[src/rtl/led_scanner_pwm.sv]
`default_nettype none
// ============================================================================
// Module   : led_scanner_pwm
// Purpose  : LED position scanner (bounce/wrap/freeze) with per-channel PWM fade trail
// Revision : 1.0
// ============================================================================
module led_scanner_pwm #(
  parameter int LED_CNT        = 18,
  parameter int PWM_BITS       = 8,
  parameter int MAX_BRIGHTNESS = 200,
  parameter int TICK_DIV       = 50000
) (
  input  logic                       CLOCK_50,
  input  logic                       reset,
  input  logic                       enable,
  input  logic [1:0]                 mode,
  input  logic [15:0]                step_ticks,
  input  logic [PWM_BITS-1:0]        fade_rate,
  input  logic [LED_CNT-1:0]         mask,
  output logic [LED_CNT-1:0]         led,
  output logic [$clog2(LED_CNT)-1:0] pos,
  output logic                       dir,
  output logic                       step
);

  localparam int c_tw = (TICK_DIV > 1) ? $clog2(TICK_DIV) : 1;
  localparam int c_pw = $clog2(LED_CNT);
  localparam logic [c_tw-1:0]     c_tick_last = c_tw'(TICK_DIV - 1);
  localparam logic [c_pw-1:0]     c_pos_last  = c_pw'(LED_CNT - 1);
  localparam logic [PWM_BITS-1:0] c_full      = PWM_BITS'(MAX_BRIGHTNESS);
  localparam logic [PWM_BITS-1:0] c_pwm_last  = PWM_BITS'(MAX_BRIGHTNESS - 1);

  typedef enum logic [1:0] {
    MODE_BOUNCE  = 2'd0,
    MODE_WRAP_UP = 2'd1,
    MODE_WRAP_DN = 2'd2,
    MODE_FREEZE  = 2'd3
  } mode_t;

  mode_t w_mode;
  assign w_mode = mode_t'(mode);

  logic [c_tw-1:0]     tick_cnt_q, tick_cnt_d;
  logic [15:0]         step_cnt_q, step_cnt_d;
  logic [c_pw-1:0]     pos_q, pos_d;
  logic                dir_q, dir_d;
  logic                step_q, step_d;
  logic [PWM_BITS-1:0] pwm_cnt_q, pwm_cnt_d;
  logic [LED_CNT-1:0]  led_q, led_d;
  logic [LED_CNT-1:0][PWM_BITS-1:0] level_q, level_d;

  logic        w_tick;
  logic        w_step_due;
  logic [15:0] w_step_lim;

  always_comb begin
    w_tick     = enable && (tick_cnt_q == c_tick_last);
    tick_cnt_d = tick_cnt_q;
    if (enable) begin
      tick_cnt_d = w_tick ? '0 : tick_cnt_q + c_tw'(1);
    end

    // A step_ticks of zero behaves like one; >= lets a lowered value act at once.
    w_step_lim = (step_ticks == 16'd0) ? 16'd0 : step_ticks - 16'd1;
    step_cnt_d = step_cnt_q;
    w_step_due = 1'b0;
    if (w_tick) begin
      if (step_cnt_q >= w_step_lim) begin
        step_cnt_d = '0;
        w_step_due = 1'b1;
      end else begin
        step_cnt_d = step_cnt_q + 16'd1;
      end
    end

    step_d = w_step_due && (w_mode != MODE_FREEZE);
    pos_d  = pos_q;
    dir_d  = dir_q;
    if (step_d) begin
      case (w_mode)
        MODE_BOUNCE: begin
          if (dir_q && (pos_q == c_pos_last)) begin
            dir_d = 1'b0;
            pos_d = c_pos_last - c_pw'(1);
          end else if (!dir_q && (pos_q == '0)) begin
            dir_d = 1'b1;
            pos_d = c_pw'(1);
          end else begin
            pos_d = dir_q ? pos_q + c_pw'(1) : pos_q - c_pw'(1);
          end
        end
        MODE_WRAP_UP: begin
          dir_d = 1'b1;
          pos_d = (pos_q == c_pos_last) ? '0 : pos_q + c_pw'(1);
        end
        MODE_WRAP_DN: begin
          dir_d = 1'b0;
          pos_d = (pos_q == '0) ? c_pos_last : pos_q - c_pw'(1);
        end
        default: begin
          pos_d = pos_q;
          dir_d = dir_q;
        end
      endcase
    end

    pwm_cnt_d = (pwm_cnt_q == c_pwm_last) ? '0 : pwm_cnt_q + PWM_BITS'(1);

    for (int i = 0; i < LED_CNT; i++) begin
      // The load of the newly lit channel takes priority over its fade.
      level_d[i] = level_q[i];
      if (step_d && (pos_d == c_pw'(i))) begin
        level_d[i] = c_full;
      end else if (w_tick) begin
        level_d[i] = (level_q[i] > fade_rate) ? level_q[i] - fade_rate : '0;
      end
      led_d[i] = (level_q[i] > pwm_cnt_q) && !mask[i];
    end
  end

  always_ff @(posedge CLOCK_50) begin
    if (reset) begin
      tick_cnt_q <= '0;
      step_cnt_q <= '0;
      pos_q      <= '0;
      dir_q      <= 1'b1;
      step_q     <= 1'b0;
      pwm_cnt_q  <= '0;
      led_q      <= '0;
      level_q    <= '0;
    end else begin
      tick_cnt_q <= tick_cnt_d;
      step_cnt_q <= step_cnt_d;
      pos_q      <= pos_d;
      dir_q      <= dir_d;
      step_q     <= step_d;
      pwm_cnt_q  <= pwm_cnt_d;
      led_q      <= led_d;
      level_q    <= level_d;
    end
  end

  assign led  = led_q;
  assign pos  = pos_q;
  assign dir  = dir_q;
  assign step = step_q;

endmodule
`default_nettype wire
[config.mk]
export PLATFORM = sky130hd
export DESIGN_NAME = led_scanner_pwm
export DESIGN_NICKNAME = d
export VERILOG_FILES = /design/src/rtl/led_scanner_pwm.sv
export SDC_FILE = /design/constraint.sdc
export NUM_CORES = 1
export LEC_CHECK = 0
export ABC_AREA = 1
export BUFFER_PORTS_ARGS = -buffer_cell sky130_fd_sc_hd__buf_2
export CAP_MARGIN = 25
export CELL_PAD_IN_SITES_DETAIL_PLACEMENT = 0
export CELL_PAD_IN_SITES_GLOBAL_PLACEMENT = 2
export CORE_ASPECT_RATIO = 1.75
export CORE_UTILIZATION = 37
export DETAILED_ROUTE_END_ITERATION = 10
export PLACE_DENSITY_LB_ADDON = 0.12
export REMOVE_ABC_BUFFERS = 1
export SLEW_MARGIN = 0
export SYNTH_ARGS = -nofsm -noshare
export SYNTH_HDL_FRONTEND = slang
export SYNTH_SLANG_ARGS = --single-unit
[constraint.sdc]
create_clock -name CLOCK_50 -period 3.4 [get_ports CLOCK_50]
set_input_delay 0.17 -clock CLOCK_50 [delete_from_list [all_inputs] [get_ports CLOCK_50]]
set_output_delay 0.17 -clock CLOCK_50 [all_outputs]
set_load 0.03 [all_outputs]
==> results.md, run 1 <==
* GPL Wtd Cong at 0.877
* Setup Slack @ Placement at -0.575 ns
* Mean Syn Cell Area at 7.06 um^2
* Asr flop ratio synth at 0
* Drt total wl at 63700 um
* Gate Count Post-Synth at 2624
* Dominant synthesized flop cell: dfxtp_1
* Vias in the first global route at 18555
* GRT met2 Usage at 0.486
* Final period utilization at 0.904
* Num CTS Buffers at 25
* WHS at 0.143 ns
* Layout Utilization at 0.433
* Seq cells post-synth at 209
* Synth cell types at 48
* Warnings from Yosys at 0
* Core ar. at 49500 um^2
* P&R area growth vs syn at 15.6%
* TritonCTS clock tree: done
* Starting Density at 0.375
* Mapped cell area at 18500 um^2
* Required @ worst endpoint at 3.85 ns
* IO Port Bufs at 71
* Synth area leader: dfxtp_1
* Crit path setup slack, layout at 0.328 ns
* Setup crit start kind: primary input
* Busiest layer in global routing: met2
* First-pass GRT wire length at 99300 um
* Layout Nets at 3180
* Final hold vios at 0
* DRC errors left at 0
* Largest net degree at the start of global routing at 95
* Clock slew at reported path FFs at 0.07 ns
* PD cells at 285 nW/um^2
* Global-route congestion overflow total at 0
* Clock Tree Buf Depth at 3
* Hold Path Class: in -> reg
* Root buf cell: clkbuf_16
* Number of cell rows at 108
* Relative slew slack at 0.331
* Critical path arrival at 3.52 ns
* Register area share after synthesis at 0.226
* DR vias at 18453
* Most frequent cells in the layout: nand2_1 (455), inv_1 (355), ha_1 (316)
* Peak supply drop at 0.326 mV
* DR WL/cell at 18.3 um
* Routed Antenna Nets at 0
* Full die area at 51000 um^2
* Status: finished, final reports clean
* Drt pass-1 iters at 5
* Met3 Use GR at 0.0171
* H-Tree Depth at 1
* Reg area at 4190 um^2
* Fmax at 325 MHz
* Die Ht at 298 um
* Kind of critical path: in -> reg
* Critical Path Sink Type: register
* Clk_skew at 0.0166 ns
* Area of the multi-input gates at 12900 um^2
* Io pins at 72
* Top cell type's share of synthesized area at 0.226
* Ant diodes at 0
* Commonest non-fill, non-tap cell in the layout: nand2_1
* Slew @ Worst Pin at 1.00 ns
* Post-DP HPWL at 47400 um
* Share of cells above drive strength 1 at 0.104
* Die X at 171 um
* Non-Filler Instances at 3475
* Final setup fails at 0
* Static Leakage at 0.0108 uW
* Clk_lat worst skew at 0.57 ns
* Drt via density at 5.31
* Post-layout min period at 3.07 ns
* 1st-iter DRT viols at 737
* Crit path max fanout at 7
* Initial antenna violation count at 0
* Final-report max-slew violation count at 0
* Total GRT Usage at 0.252
* Maximum Capacitance Violations at 0
* CTS Sinks at 209
* Post-synth EDFFs at 0
* Placed insts at 3412
* Synth top area cells: dfxtp_1 (23%), ha_1 (21%), nand2_1 (9.5%), a21oi_1 (7.5%), inv_1 (7.2%)
* Met1 Use GR at 0.282
* Fillers at 5239
[cells by family (layout without fill, tap and decap cells)]
kind of cell,after synthesis,in the layout,share of synthesized area
and+or+nand+nor,987,987,0.233
AOI/OAI and AO/OA,635,635,0.201
buffers and inverters,408,599,0.0830
adders and majority gates,334,334,0.233
DFF,209,209,0.226
xor gates and xnor gates,51,51,0.0241
[routing by layer]
metal  wire (um)  part of all wire
met1       26100              0.41
met2       33700              0.53
met3        1830             0.029
met4        2090             0.033
met5           0                 0
[state kept, by name, indices dropped and copies added (netlist names)]
name / flops
pwm_cnt_q: 8
step: 1
step_cnt_q: 16
pos: 5
dir: 1
tick_cnt_q: 16
level_q: 144
led: 18
[area by class of cell]
class / instances / area share
clock buffers: 30 / 0.0310
clock inverters: 13 / 0.00602
inverters: 365 / 0.0639
multi-input cells: 2007 / 0.602
flip-flops and latches: 209 / 0.195
well taps: 660 / 0.0385
repair buffers: 191 / 0.0632
[worst paths after layout]
kind	start	end	slack (ns)	cells past startpoint
setup / recovery	step_ticks[1]	level_q[84]$_SDFFE_PP0P_	0.33	28
hold / removal	mode[1]	dir$_SDFFE_PP1P_	0.14	6
setup reg to reg	pos[0]$_SDFF_PP0_	level_q[84]$_SDFFE_PP0P_	0.48	16
hold reg to reg	pwm_cnt_q[7]$_SDFF_PP0_	pwm_cnt_q[7]$_SDFF_PP0_	0.50	1
[through the flow]
| step | cell area [um^2] | power [uW] | TNS [ns] |
|---|---|---|---|
| after floorplan | 18400 | 3070 | -100.21 |
| after global placement | 20400 | 3380 | -56.92 |
| after detailed placement | 20400 | 3390 | -63.41 |
| after CTS | 21400 | 6190 | 0 |
| after global routing | 21400 | 6360 | -0.0145 |
| final | 21400 | 6110 | 0 |
[where the power goes]
| part | total (uW) | switching, uW | internal (uW) |
|---|---|---|---|
| Clock | 2760 | 1210 | 1540 |
| Combinational | 870 | 547 | 323 |
| Sequential | 2480 | 17.7 | 2460 |
[worst max-delay path, stage by stage]
cell	delay (ns)
buf_2	0.10
nor2_1	0.09
nand2_1	0.07
nor2_1	0.13
nand2_1	0.08
nor3_1	0.15
buf_4	0.15
nand2_1	0.06
nor2_2	0.09
nand2_1	0.10
inv_1	0.09
nand4_1	0.10
xor2_1	0.16
nand2_1	0.07
ha_1	0.29
nand2_1	0.09
nor3_1	0.20
nand2_1	0.11
nand2_4	0.15
nand2_4	0.09
nand2_1	0.10
nand2_1	0.09
buf_4	0.16
nor2_1	0.11
buf_4	0.14
nand2_1	0.15
nand2_2	0.16
a21oi_1	0.06
[cell usage after synthesis (24+ instances only)]
cell and number:
nand3_1 129, o21a_1 50, nor2_1 178, inv_1 357, nor3_1 91, nand2_1 471, o211ai_1 32, a21o_1 32
ha_1 316, xor2_1 28, o21ai_0 164, nand4_1 64, a21oi_1 279, dfxtp_1 209, clkbuf_1 33, o21bai_1 24
[repair_timing]
| item | in CTS | in global routing |
|---|---|---|
| buffers inserted | 0 | 1 |
| gates resized for setup | 0 | 24 |
| hold buffers | 19 | 0 |
| endpoints found under the setup margin | 0 | 144 |
| hold endpoints to repair | 21 | 0 |
Note: power is estimated with default switching activity, not from simulation.
==> run 2, diff against run 1 <==
--- a/config.mk
+++ b/config.mk
@@ -14,7 +14,6 @@
 export CORE_UTILIZATION = 37
 export DETAILED_ROUTE_END_ITERATION = 10
 export PLACE_DENSITY_LB_ADDON = 0.12
-export REMOVE_ABC_BUFFERS = 1
 export SLEW_MARGIN = 0
 export SYNTH_ARGS = -nofsm -noshare
 export SYNTH_HDL_FRONTEND = slang
==> run 2 against run 1 <==
- combinational power rose by 3.8%
- via count decreased by 0.19%
- sequential cell count unchanged
- routed wire length hardly changed
- sequential share of layout area is 0.19 points lower
- critical path depth unchanged
- hold slack gained 0.039 ns
- non-clock buffer count is 4 lower
- fmax increased by 1.6%
- critical path type unchanged
- largest cell class unchanged
- largest power group unchanged
==> results.md, run 2 (same netlist as run 1, synthesis figures left out) <==
* WHS at 0.182 ns (was 0.143 ns)
* Reg area at 4180 um^2 (was 4190 um^2)
* Slew @ Worst Pin at 0.961 ns (was 1.00 ns)
* Layout Nets at 3177 (was 3180)
* Clock Tree Buf Depth at 3 (unchanged)
* Die Ht at 298 um (unchanged)
* Hold Path Class: in -> reg (unchanged)
* Most used cell, CP: nand2_1 (unchanged)
* Max reg flops at 144 (unchanged)
* Required @ worst endpoint at 3.84 ns (was 3.85 ns)
* Clk_lat worst skew at 0.56 ns (was 0.57 ns)
* First-pass GRT wire length at 98200 um (was 99300 um)
* Core ar. at 49500 um^2 (unchanged)
* Ant diodes at 0 (unchanged)
* Most frequent cells in the layout: nand2_1 (454), inv_1 (355), ha_1 (316) (was nand2_1 (455), inv_1 (355), ha_1 (316))
* Worst hold path depth at 6 (unchanged)
* IO Port Bufs at 71 (unchanged)
* Reg power frac at 0.385 (was 0.406)
* Global-route congestion overflow total at 0 (unchanged)
* TritonCTS clock tree: done (unchanged)
* Layout Utilization at 0.437 (was 0.433)
* Slowest CP cell: ha_1 (unchanged)
* CTS Sinks at 209 (unchanged)
* Setup bufs post-CTS at 0 (unchanged)
* Clk_skew at 0.0142 ns (was 0.0166 ns)
* Commonest non-fill, non-tap cell in the layout: nand2_1 (unchanged)
* Static Leakage at 0.0109 uW (was 0.0108 uW)
* Initial antenna violation count at 0 (unchanged)
* DRC errors left at 0 (unchanged)
* Largest net degree at the start of global routing at 95 (unchanged)
* P&R area growth vs syn at 16.7% (was 15.6%)
* Max incr delay on CP at 0.29 ns (about the same)
* 1st-iter DRT viols at 810 (was 737)
* P_sw at 1770 uW (was 1780 uW)
* TNS Setup at 0 ns (unchanged)
* Crit path max fanout at 7 (unchanged)
* Fillers at 5212 (was 5239)
* Final hold vios at 0 (unchanged)
* Starting Density at 0.375 (unchanged)
* Critical path arrival at 3.46 ns (was 3.52 ns)
* PD cells at 297 nW/um^2 (was 285 nW/um^2)
* Sw Ratio at 0.276 (was 0.291)
* Io pins at 72 (unchanged)
* Total GRT Usage at 0.251 (was 0.252)
* Num CTS Buffers at 26 (was 25)
* Area of the multi-input gates at 12900 um^2 (about the same)
* Relative slew slack at 0.359 (was 0.331)
* Setup Slack @ Placement at -0.526 ns (was -0.575 ns)
* Maximum Capacitance Violations at 0 (unchanged)
* Peak supply drop at 0.334 mV (was 0.326 mV)
* Drt total wl at 63700 um (about the same)
* DR vias at 18418 (was 18453)
* Number of cell rows at 108 (unchanged)
* Post-layout min period at 3.02 ns (was 3.07 ns)
* P_int at 4650 uW (was 4330 uW)
* Final period utilization at 0.889 (was 0.904)
* Non-Filler Instances at 3476 (was 3475)
* Share of cells above drive strength 1 at 0.103 (was 0.104)
* Setup crit start kind: primary input (unchanged)
* Full die area at 51000 um^2 (unchanged)
* Status: finished, final reports clean (unchanged)
* Final setup fails at 0 (unchanged)
* Mapped Nets at 3005
* Root buf cell: clkbuf_16 (unchanged)
* Post-DP HPWL at 46800 um (was 47400 um)
* DR WL/cell at 18.3 um (about the same)
* Clock slew at reported path FFs at 0.06 ns (was 0.07 ns)
* Routed Antenna Nets at 0 (unchanged)
* Register with the most flip-flops: level_q (unchanged)
* RSZ-0062 raised after global routing: no
* Drt pass-1 iters at 5 (unchanged)
* Combinational power share at 0.141 (was 0.142)
* Drt via density at 5.30 (was 5.31)
* H-Tree Depth at 1 (unchanged)
* Die X at 171 um (unchanged)
* Clk network pwr share at 0.474 (was 0.451)
* Critical Path Sink Type: register (unchanged)
* Crit path setup slack, layout at 0.377 ns (was 0.328 ns)
* Kind of critical path: in -> reg (unchanged)
* Placed insts at 3409 (was 3412)
* Vias in the first global route at 18227 (was 18555)
* R2R cell count at 17 (was 16)
* Fmax at 331 MHz (was 325 MHz)
* Final-report max-slew violation count at 0 (unchanged)
* GPL Wtd Cong at 0.877 (about the same)
==> run 2: cell count changes in the layout (fill, tap and decap cells not counted), sizes merged <==
cell | previous run | this run
buf | 172 | 168
bufinv | 2 | 3
clkbuf | 30 | 42
clkinv | 6 | 3
clkinvlp | 4 | 0
inv | 366 | 365
==> run 2: timing repair <==
item,4_1_cts,5_1_grt
hold buffers,19,0
endpoints found under the hold margin,21,0
endpoints found under the setup margin,0,144
gates resized for setup,0,25
==> run 2: worst paths after layout <==
kind | from | end | slack [ns]
hold reg to reg | level_q[4]$_SDFFE_PP0P_ | level_q[4]$_SDFFE_PP0P_ | 0.49
hold / removal | mode[1] | dir$_SDFFE_PP1P_ | 0.18
setup / recovery | step_ticks[1] | level_q[121]$_SDFFE_PP0P_ | 0.38
setup reg to reg | pos[0]$_SDFF_PP0_ | level_q[38]$_SDFFE_PP0P_ | 0.64
==> run 2: routing by layer <==
layer / part of all wire / vias to the layer above / wire length [um] / global-route usage
li1: - / 9380 / - / -
met1: 0.41 / 8590 / 25900 / 0.280
met5: 0 / - / 0 / 0
met2: 0.52 / 327 / 33300 / 0.478
met3: 0.030 / 121 / 1890 / 0.0183
met4: 0.041 / 0 / 2610 / 0.100
==> run 2: per-stage QoR <==
step | area [um^2] | power [uW]
CTS | 21600 | 6510
global placement | 20400 | 3400
finish | 21600 | 6410
floorplan | 18500 | 3080
detailed placement | 20400 | 3410
global route | 21600 | 6670
==> run 2: final cells by class <==
| cell class | count | area share |
|---|---|---|
| tap | 660 | 0.0382 |
| clock buffer | 42 | 0.0376 |
| timing repair buffer | 187 | 0.0664 |
| multi-input combinational | 2007 | 0.596 |
| clock inverter | 6 | 0.00486 |
| inverter | 365 | 0.0634 |
| sequential | 209 | 0.193 |
==> run 2: power by group through the flow <==
| stage | Combinational, uW | Sequential [uW] | Clock [uW] |
|---|---|---|---|
| 2_1_floorplan | 523 | 2550 | 0 |
| 3_3_place_gp | 876 | 2530 | 0 |
| 3_5_place_dp | 888 | 2530 | 0 |
| 4_1_cts | 908 | 2470 | 3130 |
| 5_1_grt | 1000 | 2470 | 3200 |
| 6_report | 903 | 2470 | 3040 |
==> run 2: critical path, delay by kind of cell <==
family | cells | cell delay (ns)
compound gates | 4 | 0.44
xor+xnor | 1 | 0.17
fa+ha+maj | 1 | 0.29
buf+inv | 5 | 0.56
simple gates | 17 | 1.81
==> run 3, diff against run 2 <==
--- a/config.mk
+++ b/config.mk
@@ -11,7 +11,7 @@
 export CELL_PAD_IN_SITES_DETAIL_PLACEMENT = 0
 export CELL_PAD_IN_SITES_GLOBAL_PLACEMENT = 2
 export CORE_ASPECT_RATIO = 1.75
-export CORE_UTILIZATION = 37
+export CORE_UTILIZATION = 33
 export DETAILED_ROUTE_END_ITERATION = 10
 export PLACE_DENSITY_LB_ADDON = 0.12
 export SLEW_MARGIN = 0
==> constraint.sdc (replaced) <==
create_clock -name CLOCK_50 -period 2.6 [get_ports CLOCK_50]
set_input_delay 0.13 -clock CLOCK_50 [delete_from_list [all_inputs] [get_ports CLOCK_50]]
set_output_delay 0.13 -clock CLOCK_50 [all_outputs]
set_load 0.03 [all_outputs]
==> run 3 against run 2 <==
- the run now ends with setup timing left
- sequential share of layout area is 1.3 points lower
- hold slack got worse by 0.048 ns
- core utilization is 1.9 points lower
- global-route usage is 1.7 points lower
- largest cell class unchanged
- largest power group unchanged
==> results.md, run 3 (same netlist as run 1, synthesis figures left out) <==
* Status: complete, but fails checks (was finished, final reports clean)
* Violated checks: setup timing
* HP Start: mode[1] (unchanged)
* Final Instance Area at 23100 um^2 (was 21600 um^2)
* P_sw at 2400 uW (was 1770 uW)
* Combinational power share at 0.147 (was 0.141)
* Io pins at 72 (unchanged)
* Root buf cell: clkbuf_16 (unchanged)
* Num CTS Buffers at 26 (unchanged)
* Drt total wl at 67100 um (was 63700 um)
* 1st-iter DRT viols at 764 (was 810)
* Maximum Capacitance Violations at 0 (unchanged)
* Setup crit start kind: primary input (unchanged)
* Final setup fails at 132 (was 0)
* IO Port Bufs at 71 (unchanged)
* Number of cell rows at 114 (was 108)
* Fmax at 358 MHz
* Crit path setup slack, layout at -0.194 ns (was 0.377 ns)
* Hold Path Class: in -> reg (unchanged)
* Final-report max-slew violation count at 0 (unchanged)
* Drt via density at 5.23 (was 5.30)
* DR WL/cell at 18.8 um (was 18.3 um)
* CTS Sinks at 209 (unchanged)
* Register with the most flip-flops: level_q (unchanged)
* WHS Endpoint: dir$_SDFFE_PP1P_ (unchanged)
* Largest net degree at the start of global routing at 77 (was 95)
* Full die area at 57100 um^2 (was 51000 um^2)
* Reg2reg start: tick_cnt_q[14]$_SDFFE_PP0P_ (was pos[0]$_SDFF_PP0_)
* P&R area growth vs syn at 24.9% (was 16.7%)
* Post-layout min period at 2.79 ns
* Die X at 181 um (was 171 um)
* Clk network pwr share at 0.472 (was 0.474)
* Kind of critical path: in -> reg (unchanged)
* Static Leakage at 0.0114 uW (was 0.0109 uW)
* RSZ-0062 raised after global routing: yes (was no)
* Clk_lat worst skew at 0.56 ns (about the same)
* TritonCTS clock tree: done (unchanged)
* Global-route congestion overflow total at 0 (unchanged)
* Ant diodes at 0 (unchanged)
* Relative slew slack at 0.344 (was 0.359)
* Post-DP HPWL at 49300 um (was 46800 um)
* TNS Setup at -12.98 ns (was 0 ns)
* Drt pass-1 iters at 5 (unchanged)
* Starting Density at 0.335 (was 0.375)
* Core ar. at 55300 um^2 (was 49500 um^2)
* Slew @ Worst Pin at 0.983 ns (was 0.961 ns)
* P_int at 6090 uW (was 4650 uW)
* GPL Wtd Cong at 0.843 (was 0.877)
* R2R setup slack at -0.04 ns (was 0.64 ns)
* Max reg flops at 144 (unchanged)
* H-Tree Depth at 1 (unchanged)
* Crit path max fanout at 7 (unchanged)
* Required @ worst endpoint at 3.05 ns (was 3.84 ns)
* Initial antenna violation count at 0 (unchanged)
* Worst hold path depth at 6 (unchanged)
* Peak supply drop at 0.439 mV (was 0.334 mV)
* Total GRT Usage at 0.234 (was 0.251)
* Share of cells above drive strength 1 at 0.164 (was 0.103)
* DR vias at 18662 (was 18418)
* Critical Path Sink Type: register (unchanged)
* Setup Slack @ Placement at -1.05 ns (was -0.526 ns)
* Clock slew at reported path FFs at 0.07 ns (was 0.06 ns)
* Sw Ratio at 0.283 (was 0.276)
* DP Area at 21000 um^2 (was 20400 um^2)
* Most frequent cells in the layout: nand2_1 (425), inv_1 (352), ha_1 (314) (was nand2_1 (454), inv_1 (355), ha_1 (316))
* Critical path arrival at 3.24 ns (was 3.46 ns)
* Layout Utilization at 0.418 (was 0.437)
* First-pass GRT wire length at 104000 um (was 98200 um)
* Reg power frac at 0.381 (was 0.385)
* Clock Tree Buf Depth at 3 (unchanged)
* R2R cell count at 14 (was 17)
* PD cells at 367 nW/um^2 (was 297 nW/um^2)
* DRC errors left at 0 (unchanged)
* Clk_skew at 0.0213 ns (was 0.0142 ns)
* Commonest non-fill, non-tap cell in the layout: nand2_1 (unchanged)
* Routed Antenna Nets at 0 (unchanged)
* Final period utilization at 1.07
* Worst reg2reg endpoint: level_q[42]$_SDFFE_PP0P_ (was level_q[38]$_SDFFE_PP0P_)
* Layout Nets at 3233 (was 3177)
* Die Ht at 315 um (was 298 um)
* Mapped Nets at 3005 (unchanged)
* Vias in the first global route at 19002 (was 18227)
* Final hold vios at 0 (unchanged)
-- run 3: worst max-delay path, stage by stage --
cell and delay [ns]:
buf_6 0.10, nor2_4 0.10, nand2_2 0.07, nor2_4 0.10, nand2_2 0.08, nor3_4 0.12, nand2_1 0.08, nor2_2 0.12
nand2_2 0.09, inv_2 0.06, nand4_1 0.08, xor2_1 0.16, nand2_1 0.10, ha_4 0.24, a21oi_2 0.12, o21ai_1 0.08
a21oi_2 0.15, nand2_4 0.13, nand2_8 0.14, nand2_4 0.08, nand2_4 0.11, nand2_4 0.07, buf_6 0.12, nor2_4 0.22
buf_12 0.14, nand2_8 0.07, nand2_8 0.10, nor2_2 0.03
-- run 3: timing repair --
action	CTS	global route
pin swaps	14	19
gates resized for setup	77	124
setup buffers	10	11
endpoints found under the hold margin	20	0
endpoints found under the setup margin	146	158
hold buffers	19	0
-- run 3: worst max path at each step --
stage	slack (ns)	endpoint	startpoint
after detailed placement	-1.05	level_q[37]$_SDFFE_PP0P_	step_ticks[1]
final	-0.19	level_q[42]$_SDFFE_PP0P_	step_ticks[1]
after floorplan	-0.23	level_q[37]$_SDFFE_PP0P_	step_ticks[1]
after global routing	-0.45	level_q[42]$_SDFFE_PP0P_	step_ticks[1]
after global placement	-0.97	level_q[33]$_SDFFE_PP0P_	step_ticks[1]
after CTS	-0.15	level_q[20]$_SDFFE_PP0P_	step_ticks[1]
-- run 3: power by group through the flow --
stage / sequential [uW] / clock, uW / combinational [uW]
finish: 3240 / 4010 / 1250
global route: 3240 / 4240 / 1390
floorplan: 3340 / 0 / 690
CTS: 3240 / 4120 / 1240
detailed placement: 3310 / 0 / 1190
global placement: 3310 / 0 / 1180
-- run 3: metal layers --
| layer | track usage | vias up | wire length, um |
|---|---|---|---|
| li1 | - | 9498 | - |
| met1 | 0.258 | 8754 | 27500 |
| met2 | 0.460 | 316 | 35600 |
| met3 | 0.0228 | 94 | 2020 |
| met4 | 0.0778 | 0 | 1990 |
| met5 | 0 | - | 0 |
-- run 3: final cells by class --
type                       instances  area, um^2
fill                            5779       32200
multi-input combinational       2007       13800
sequential                       209        4180
timing repair buffer             243        2030
inverter                         365        1380
tap                              696         871
clock buffer                      38         747
clock inverter                    10         160
-- run 3: through the flow --
| stage | power, uW | hold WS [ns] | cells |
|---|---|---|---|
| after floorplan | 4030 | 0.206 | 2624 |
| after global placement | 4490 | 0.296 | 3481 |
| after detailed placement | 4500 | 0.303 | 3481 |
| after CTS | 8600 | 0.131 | 3558 |
| after global routing | 8870 | 0.201 | 3568 |
| final | 8490 | 0.134 | 3568 |
